$ cat src/rtl/fetch_queue_stage.sv
// Instruction fetch stage: issues one outstanding imem read at a time and buffers
// {pc, instr} pairs in a first-word-fall-through FIFO that feeds decode.
module fetch_queue_stage #(
  parameter int          XLEN       = 32,
  parameter int          ILEN       = 32,
  parameter int          FIFO_DEPTH = 4,
  parameter logic [XLEN-1:0] RESET_PC = '0
) (
  input  logic                          clk,
  input  logic                          rst,
  output logic                          imem_req_valid,
  input  logic                          imem_req_ready,
  output logic [XLEN-1:0]               imem_req_addr,
  output logic                          imem_we_re,
  output logic [3:0]                    imem_mask,
  input  logic                          imem_rsp_valid,
  input  logic [ILEN-1:0]               imem_rsp_data,
  input  logic                          redirect_valid,
  input  logic [XLEN-1:0]               redirect_target,
  output logic                          dec_valid,
  input  logic                          dec_ready,
  output logic [ILEN-1:0]               dec_instr,
  output logic [XLEN-1:0]               dec_pc,
  output logic [XLEN-1:0]               dec_pc_plus4,
  output logic [$clog2(FIFO_DEPTH):0]   fifo_count
);

  localparam int PW = $clog2(FIFO_DEPTH);
  localparam int CW = PW + 1;

  // Handshakes: a transfer happens on any cycle where valid && ready are both high;
  // the request address is held while valid && !ready unless a redirect arrives.
  logic [XLEN-1:0] fetch_pc_q, fetch_pc_d;
  logic [XLEN-1:0] inflight_pc_q, inflight_pc_d;
  logic            outstanding_q, outstanding_d;
  logic            drop_q, drop_d;
  logic [PW-1:0]   wr_ptr_q, wr_ptr_d;
  logic [PW-1:0]   rd_ptr_q, rd_ptr_d;
  logic [CW-1:0]   count_q, count_d;
  logic [XLEN-1:0] pc_mem_q [FIFO_DEPTH];
  logic [ILEN-1:0] instr_mem_q [FIFO_DEPTH];

  logic accept, rsp_fire, push, pop;
  logic [CW:0] credit_used;

  // Entries already buffered plus the one still in flight must leave room.
  assign credit_used    = {1'b0, count_q} + (CW+1)'(outstanding_q);
  assign imem_req_valid = !rst && !redirect_valid && (!outstanding_q || imem_rsp_valid)
                          && (credit_used < (CW+1)'(FIFO_DEPTH));
  assign imem_req_addr  = fetch_pc_q;
  assign imem_we_re     = 1'b0;
  assign imem_mask      = 4'b1111;

  assign accept   = imem_req_valid && imem_req_ready;
  assign rsp_fire = imem_rsp_valid && outstanding_q;
  assign push     = rsp_fire && !drop_q && !redirect_valid;
  assign pop      = dec_valid && dec_ready;

  assign dec_valid    = (count_q != '0);
  assign dec_pc       = pc_mem_q[rd_ptr_q];
  assign dec_instr    = instr_mem_q[rd_ptr_q];
  assign dec_pc_plus4 = dec_pc + XLEN'(4);
  assign fifo_count   = count_q;

  always_comb begin
    fetch_pc_d    = fetch_pc_q;
    inflight_pc_d = inflight_pc_q;
    outstanding_d = outstanding_q;
    drop_d        = drop_q;
    wr_ptr_d      = wr_ptr_q;
    rd_ptr_d      = rd_ptr_q;
    count_d       = count_q;
    if (redirect_valid) begin
      fetch_pc_d = {redirect_target[XLEN-1:2], 2'b00};
      rd_ptr_d   = wr_ptr_q;
      count_d    = '0;
      if (rsp_fire) begin
        outstanding_d = 1'b0;
        drop_d        = 1'b0;
      end else if (outstanding_q) begin
        // The stale response is still coming; swallow it when it lands.
        drop_d = 1'b1;
      end
    end else begin
      if (accept) begin
        inflight_pc_d = fetch_pc_q;
        fetch_pc_d    = fetch_pc_q + XLEN'(4);
        outstanding_d = 1'b1;
      end else if (rsp_fire) begin
        outstanding_d = 1'b0;
      end
      if (rsp_fire) drop_d = 1'b0;
      if (push) wr_ptr_d = wr_ptr_q + PW'(1);
      if (pop)  rd_ptr_d = rd_ptr_q + PW'(1);
      count_d = count_q + CW'(push) - CW'(pop);
    end
  end

  always_ff @(posedge clk) begin
    if (rst) begin
      fetch_pc_q    <= RESET_PC;
      inflight_pc_q <= RESET_PC;
      outstanding_q <= 1'b0;
      drop_q        <= 1'b0;
      wr_ptr_q      <= '0;
      rd_ptr_q      <= '0;
      count_q       <= '0;
    end else begin
      fetch_pc_q    <= fetch_pc_d;
      inflight_pc_q <= inflight_pc_d;
      outstanding_q <= outstanding_d;
      drop_q        <= drop_d;
      wr_ptr_q      <= wr_ptr_d;
      rd_ptr_q      <= rd_ptr_d;
      count_q       <= count_d;
    end
  end

  always_ff @(posedge clk) begin
    if (!rst && push) begin
      pc_mem_q[wr_ptr_q]    <= inflight_pc_q;
      instr_mem_q[wr_ptr_q] <= imem_rsp_data;
    end
  end

endmodule

$ cat config.mk
export PLATFORM = sky130hd
export DESIGN_NAME = fetch_queue_stage
export DESIGN_NICKNAME = d
export VERILOG_FILES = /design/src/rtl/fetch_queue_stage.sv
export SDC_FILE = /design/constraint.sdc
export NUM_CORES = 1
export LEC_CHECK = 0
export BUFFER_PORTS_ARGS = -buffer_cell sky130_fd_sc_hd__buf_4
export CORE_UTILIZATION = 50
export CTS_CLUSTER_DIAMETER = 100
export CTS_CLUSTER_SIZE = 8
export DETAILED_ROUTE_END_ITERATION = 12
export HOLD_SLACK_MARGIN = 0.05
export PLACE_DENSITY_LB_ADDON = 0.1
export REMOVE_ABC_BUFFERS = 1
export SLEW_MARGIN = 20
export SYNTH_ARGS = -nofsm -noshare
export SYNTH_HDL_FRONTEND = slang
export SYNTH_SLANG_ARGS = --single-unit
export TNS_END_PERCENT = 10
$ cat constraint.sdc
create_clock -name clk -period 7.6 [get_ports clk]
set_clock_uncertainty 0.2 [all_clocks]
set_input_delay 0 -clock clk [delete_from_list [all_inputs] [get_ports clk]]
set_output_delay 0 -clock clk [all_outputs]
set_load 0.02 [all_outputs]
==> results.cfg, run 1 <==
[run_status]
status = finished, final reports clean

[routing]
drc_errors = 0
met3_length_mm = 1.763
top_layer = met4
drt-initial-drc-count = 555
first_pass_iters = 5
wl_mm = 28.17
wl_met2_mm = 13.67
wl_per_cell_um = 18.67
wl_met1_mm = 12.33
via_per_inst = 5.419
num_vias = 8178
ant_nets = 0

[grt]
grt_use_total = 0.2115
grt_pass1_wl_mm = 43.32
grt_start_max_net_pins = 71
grt_overflow_total = 0
antenna_found_initial = 0
grt_pass1_vias = 8047

[min_path]
min_path_cells = 2
hold_path.class = in -> reg
hold_end = instr_mem_q[1][31]$_DFFE_PP_
worstHoldStart = imem_rsp_data[31]

[pwr]
p_sw_mw = 0.8316
p_int_mw = 3.148
ir_drop_mv = 0.1470
pwr-share-seq = 0.483
power.density_nw_per_um2 = 230.1
p_clk_frac = 0.446
switching_share = 0.2090
leakage_nw = 6.497
finalPower_mw = 3.979
combPwrFrac = 0.071

[yosys]
synth_seq_cells = 319
syn_area_per_cell_sq_um = 15.83
seq_area_frac_synth = 0.6793
syn-cell-area_sq_um = 13060
synth-simple-area-share = 0.09142
syn_inst = 825
yosysTopAreaCellShare = 0.5704
synth_cell_types = 53
synthAdderAreaFrac = 0.01016
synth_top_family_by_area = multiplexers
synth_area_leader_cell = edfxtp_1
synth-compound-area-share = 0.04226
ys_top_cells_by_area = edfxtp_1, dfxtp_1, mux4_2, mux4_1, nand2_1
synth_warnings = 0
synthXorXnorAreaFrac = 0.03488
synth_mux_area_frac = 0.1127

[timing]
finalCritPeriodShare = 0.5573
setup_violations = 0
period_minus_slack_ns = 4.236
hold_violations = 0
fmax_ghz = 0.2361
maxSlewViolCount = 0
rsz0062_at_grt = false
relSlewSlack = 0.3332
tns_ns = 0
tightest_slew_ns = 1.000

[critical_path]
r2r_start = fifo_count[1]$_SDFF_PP0_
start_kind = flop
critPathKind = reg -> out
crit_fanout = 33
r2r_cells = 8
rrSetupSlack_ns = 4.24
end_kind = output port
required_ns = 7.40
worstPathArrival_ns = 4.04
timing.rr.end = imem_req_addr[23]$_SDFFE_PP0P_

[floorplan]
fp.dieW_um = 163.6
ioPinCount = 208
num_rows = 58
core_sq_um = 25400
dieHeight_um = 163.6
die-area_sq_um = 26760
initial_utilization = 0.5140

[layout]
synthToLayoutAreaGrowth_pct = 32.45
n_antenna_cell = 0
final_nets = 1242
drive_gt1_frac = 0.2604

[clock_tree]
cts_root_buf = clkbuf_16
htreeDepth = 2
clk_path_buf_depth = 3
clk_pin_slew_ns = 0.05
cts_sinks = 319
clk_latency_ns = 0.52
cts_tree = yes
cts_inserted_buffers = 45

[placement]
io_buffers = 194
place_congestion = 0.8287
dpl.hpwl_mm = 16.09

[job]
cap_violations = 0
## synth_stat cells (all sizes together)
cell and number:
clkbuf 30, and3 10, a21oi 40, or4 3, nand4 29, o211ai 1, nor4 6, nand3 17
nand2 86, o22ai 2, a311o 1, nor2 33, o31a 1, fa 1, mux4 62, a31o 1
or3 6, and2 16, or2 1, xnor2 34, ha 9, and4 11, o21a 5, a311oi 8
buf 23, nor2b 1, o21ai 5, o31ai 3, nand2b 1, a211oi 16, a31oi 3, xor2 18
inv 15, nand4b 1, nor3 3, edfxtp 248, and3b 1, conb 2, dfxtp 71, a221o 1
## sequential cells by signal (all words and copies together), names as in the netlist, named ones only
| register | count |
|---|---|
| imem_req_addr | 30 |
| instr_mem_q | 128 |
| inflight_pc_q | 30 |
| rd_ptr_q | 2 |
| wr_ptr_q | 2 |
| fifo_count | 3 |
| drop_q | 1 |
| outstanding_q | 1 |
| pc_mem_q | 120 |
## per-stage QoR
step | utilization | std cells | area (sq um) | hold WS (ns) | setup slack [ns]
6_report | 0.6808 | 1509 | 17290 | 0.07053 | 3.364
5_1_grt | 0.6808 | 1509 | 17290 | 0.06797 | 3.009
4_1_cts | 0.6808 | 1509 | 17290 | 0.05043 | 3.234
3_5_place_dp | 0.5782 | 1309 | 14690 | 0.003655 | 3.790
3_3_place_gp | 0.5782 | 1309 | 14690 | 0.003650 | 3.833
2_1_floorplan | - | 781 | 12770 | -0.1309 | 2.813
## power by group through the flow
stage	clock (mW)	sequential (mW)	combinational, mW
5_1_grt	1.88	1.92	0.303
3_3_place_gp	0	1.95	0.222
4_1_cts	1.81	1.92	0.282
6_report	1.77	1.92	0.283
2_1_floorplan	0	1.97	0.0990
3_5_place_dp	0	1.95	0.224
## critical path: stages (launching register included)
cell,delay [ns]
dfxtp_4,0.74
buf_4,0.64
mux4_1,0.53
ha_1,0.25
nand2_1,0.15
nor4_4,0.58
nand3_1,0.21
xnor2_1,0.22
buf_4,0.17
## layout by cell type (no fill, tap or decap), types with 2 or more instances in the layout
master         Yosys  final
a311oi_1           8      8
dlygate4sd3_1      0    136
clkbuf_1          30     16
a211oi_1          16     16
ha_1               9      9
mux4_2            41     41
a31oi_1            3      3
nand2_1           86     86
and2_1            16     12
mux4_4             3      3
dfxtp_1           71     69
and3_1            10      9
nand3_1           16     16
nor4_4             2      2
or3_1              6      6
nor2_1            33     33
xor2_1            18     18
and2_4             0      4
edfxtp_1         248    248
xnor2_1           34     34
and4_1            10     10
mux4_1            18     18
inv_1             14     14
or4_1              3      3
nor4_1             3      3
nand4_1           27     27
a21oi_1           40     40
o31ai_1            3      3
buf_4             13    198
conb_1             2     11
nor3_1             3      3
o21a_1             5      5
clkbuf_16          0     47
o21ai_0            5      5
o22ai_1            2      2
## repair_timing
action	in CTS	in global routing
hold buffers	136	0
resized for setup	0	0
endpoints found under the hold margin	199	0
endpoints found under the setup margin	0	0
buffers inserted	0	0
## worst max path at each step
stage	endpoint	slack [ns]
after floorplan	dec_pc_plus4[27]	2.81
after global placement	dec_pc_plus4[30]	3.83
after detailed placement	dec_pc_plus4[20]	3.79
after CTS	dec_pc_plus4[20]	3.23
after global routing	dec_pc_plus4[24]	3.01
final	dec_pc_plus4[20]	3.36
## layout make-up
cell class	count	area [sq um]
Tap cell	330	412.9
Clock inverter	1	8.758
Timing Repair Buffer	334	2848
Inverter	15	56.30
Fill cell	1809	8107
Multi-Input combinational cell	447	3857
Clock buffer	63	1236
Sequential cell	319	8874
## metal layers
metal  vias up  track usage
met5         -            0
met4         0      0.05598
met3        37      0.04215
met2       285       0.3459
met1      4001       0.2896
li1       3855            -
## kinds of logic after synthesis
group,count (synthesis)
flip-flops,319
AND/OR/NAND/NOR,225
AO/OA/AOI/OAI,87
buffers and inverters,68
multiplexers,62
XOR/XNOR,52
adder cells (fa/ha/maj),10
other,2
Note: power is estimated with default switching activity, not from simulation.
==> run 2, diff against run 1 <==
==> constraint.sdc (replaced) <==
create_clock -name clk -period 3.65 [get_ports clk]
set_clock_uncertainty 0.2 [all_clocks]
set_input_delay 0 -clock clk [delete_from_list [all_inputs] [get_ports clk]]
set_output_delay 0 -clock clk [all_outputs]
set_load 0.02 [all_outputs]
==> results.cfg, run 2 (same netlist as run 1, synthesis figures left out) <==
[pwr]
leakage_nw = 6.523
power.density_nw_per_um2 = 470.1
ir_drop_mv = 0.3276

[timing]
setup_violations = 0
hold_violations = 0
period_minus_slack_ns = 3.419
tns_ns = 0
maxSlewViolCount = 0
tightest_slew_ns = 0.7539
finalCritPeriodShare = 0.9367
rsz0062_at_grt = false
fmax_ghz = 0.2925
relSlewSlack = 0.4974

[floorplan]
dieHeight_um = 163.6
initial_utilization = 0.5140
die-area_sq_um = 26760
ioPinCount = 208
fp.dieW_um = 163.6
num_rows = 58
core_sq_um = 25400

[clock_tree]
cts_inserted_buffers = 45
clk_latency_ns = 0.51
clk_pin_slew_ns = 0.05
htreeDepth = 2
cts_sinks = 319
cts_root_buf = clkbuf_16
cts_tree = yes
clk_path_buf_depth = 3
cts-resized-gates = 0

[routing]
first_pass_iters = 5
drt-initial-drc-count = 529
wl_mm = 27.90
drc_errors = 0
ant_nets = 0
wl_per_cell_um = 18.44
via_per_inst = 5.437
num_vias = 8226

[layout]
final_nets = 1248
top_regs = instr_mem_q x128, pc_mem_q x120
n_antenna_cell = 0
largest_reg_flops = 128
final_cell_mix = edfxtp_1, buf_4, dlygate4sd3_1
drive_gt1_frac = 0.2663
fin_area_sq_um = 17330
top_register = instr_mem_q
fill_cells = 1788
multi_input_area_sq_um = 3857
final_common_cell = edfxtp_1
regArea_sq_um = 8874
synthToLayoutAreaGrowth_pct = 32.76

[grt]
grt_overflow_total = 0
grt_pass1_wl_mm = 43.84
antenna_found_initial = 0
grt_start_max_net_pins = 71
grt_pass1_vias = 8330
grt_use_total = 0.2135

[critical_path]
critPathKind = reg -> out
worstPathArrival_ns = 3.22
end_kind = output port
crit_fanout = 20
required_ns = 3.45
start_kind = flop
r2r_cells = 9

[run_status]
status = finished, final reports clean

[placement]
dpl.hpwl_mm = 17.24
io_buffers = 194
place_congestion = 0.7884
place_area_sq_um = 14830

[job]
cap_violations = 0

[min_path]
min_path_cells = 2
hold_path.class = in -> reg
run 2: cell types whose count changed in the layout (fill, tap and decap cells not counted), sizes merged:
| cell | previous run | this run |
|---|---|---|
| buf | 198 | 209 |
| inv | 16 | 15 |
| clkbuf | 63 | 62 |
| dlygate4sd3 | 136 | 131 |
run 2: timing repair:
item                      CTS  global route
buffers inserted            0             0
hold endpoints to repair  199             0
hold buffers              131             0
run 2: through the flow:
stage               power, mW  std cells  setup slack [ns]  hold slack [ns]  utilization
floorplan               4.298        781            -1.137          -0.1309            -
global placement        4.536       1320            0.7747         0.003951       0.5839
detailed placement      4.541       1320            0.7310         0.002567       0.5839
finish                  8.148       1513            0.2311          0.05409       0.6824
CTS                     8.214       1513            0.1642          0.05068       0.6824
global route            8.416       1513           0.05164          0.05606       0.6824
run 2: worst max-delay path: stages, from the launching register on:
cell and delay, ns:
dfxtp_4 0.59, buf_4 0.34, mux4_1 0.65, and4_1 0.30, and4_1 0.34, nand4_1 0.16, xnor2_1 0.14, buf_4 0.17
run 2: layer usage:
metal,GRT usage,part of all wire
met1,0.2865,0.44
met2,0.3567,0.49
met3,0.03580,0.056
met4,0.06566,0.018
met5,0,0
run 2: cell type report:
type	instances	share of cell area
Clock buffer	62	0.06865
Inverter	15	0.003248
Multi-Input combinational cell	447	0.2226
Sequential cell	319	0.5119
Tap cell	330	0.02382
Timing Repair Buffer	340	0.1698
run 2: final timing paths:
path | start | endpoint | slack, ns
max | flop | dec_pc_plus4[30] | 0.23
min | imem_rsp_data[16] | instr_mem_q[3][16]$_DFFE_PP_ | 0.05
max reg2reg | fifo_count[1]$_SDFF_PP0_ | imem_req_addr[31]$_SDFFE_PP0P_ | 0.36
min reg2reg | inflight_pc_q[15]$_SDFFE_PP0P_ | inflight_pc_q[15]$_SDFFE_PP0P_ | 0.30
run 2: power by group:
| part | internal (mW) | switching [mW] |
|---|---|---|
| sequential | 3.94 | 0.0632 |
| clock | 2.21 | 1.34 |
| combinational | 0.313 | 0.277 |
| total | 6.47 | 1.68 |
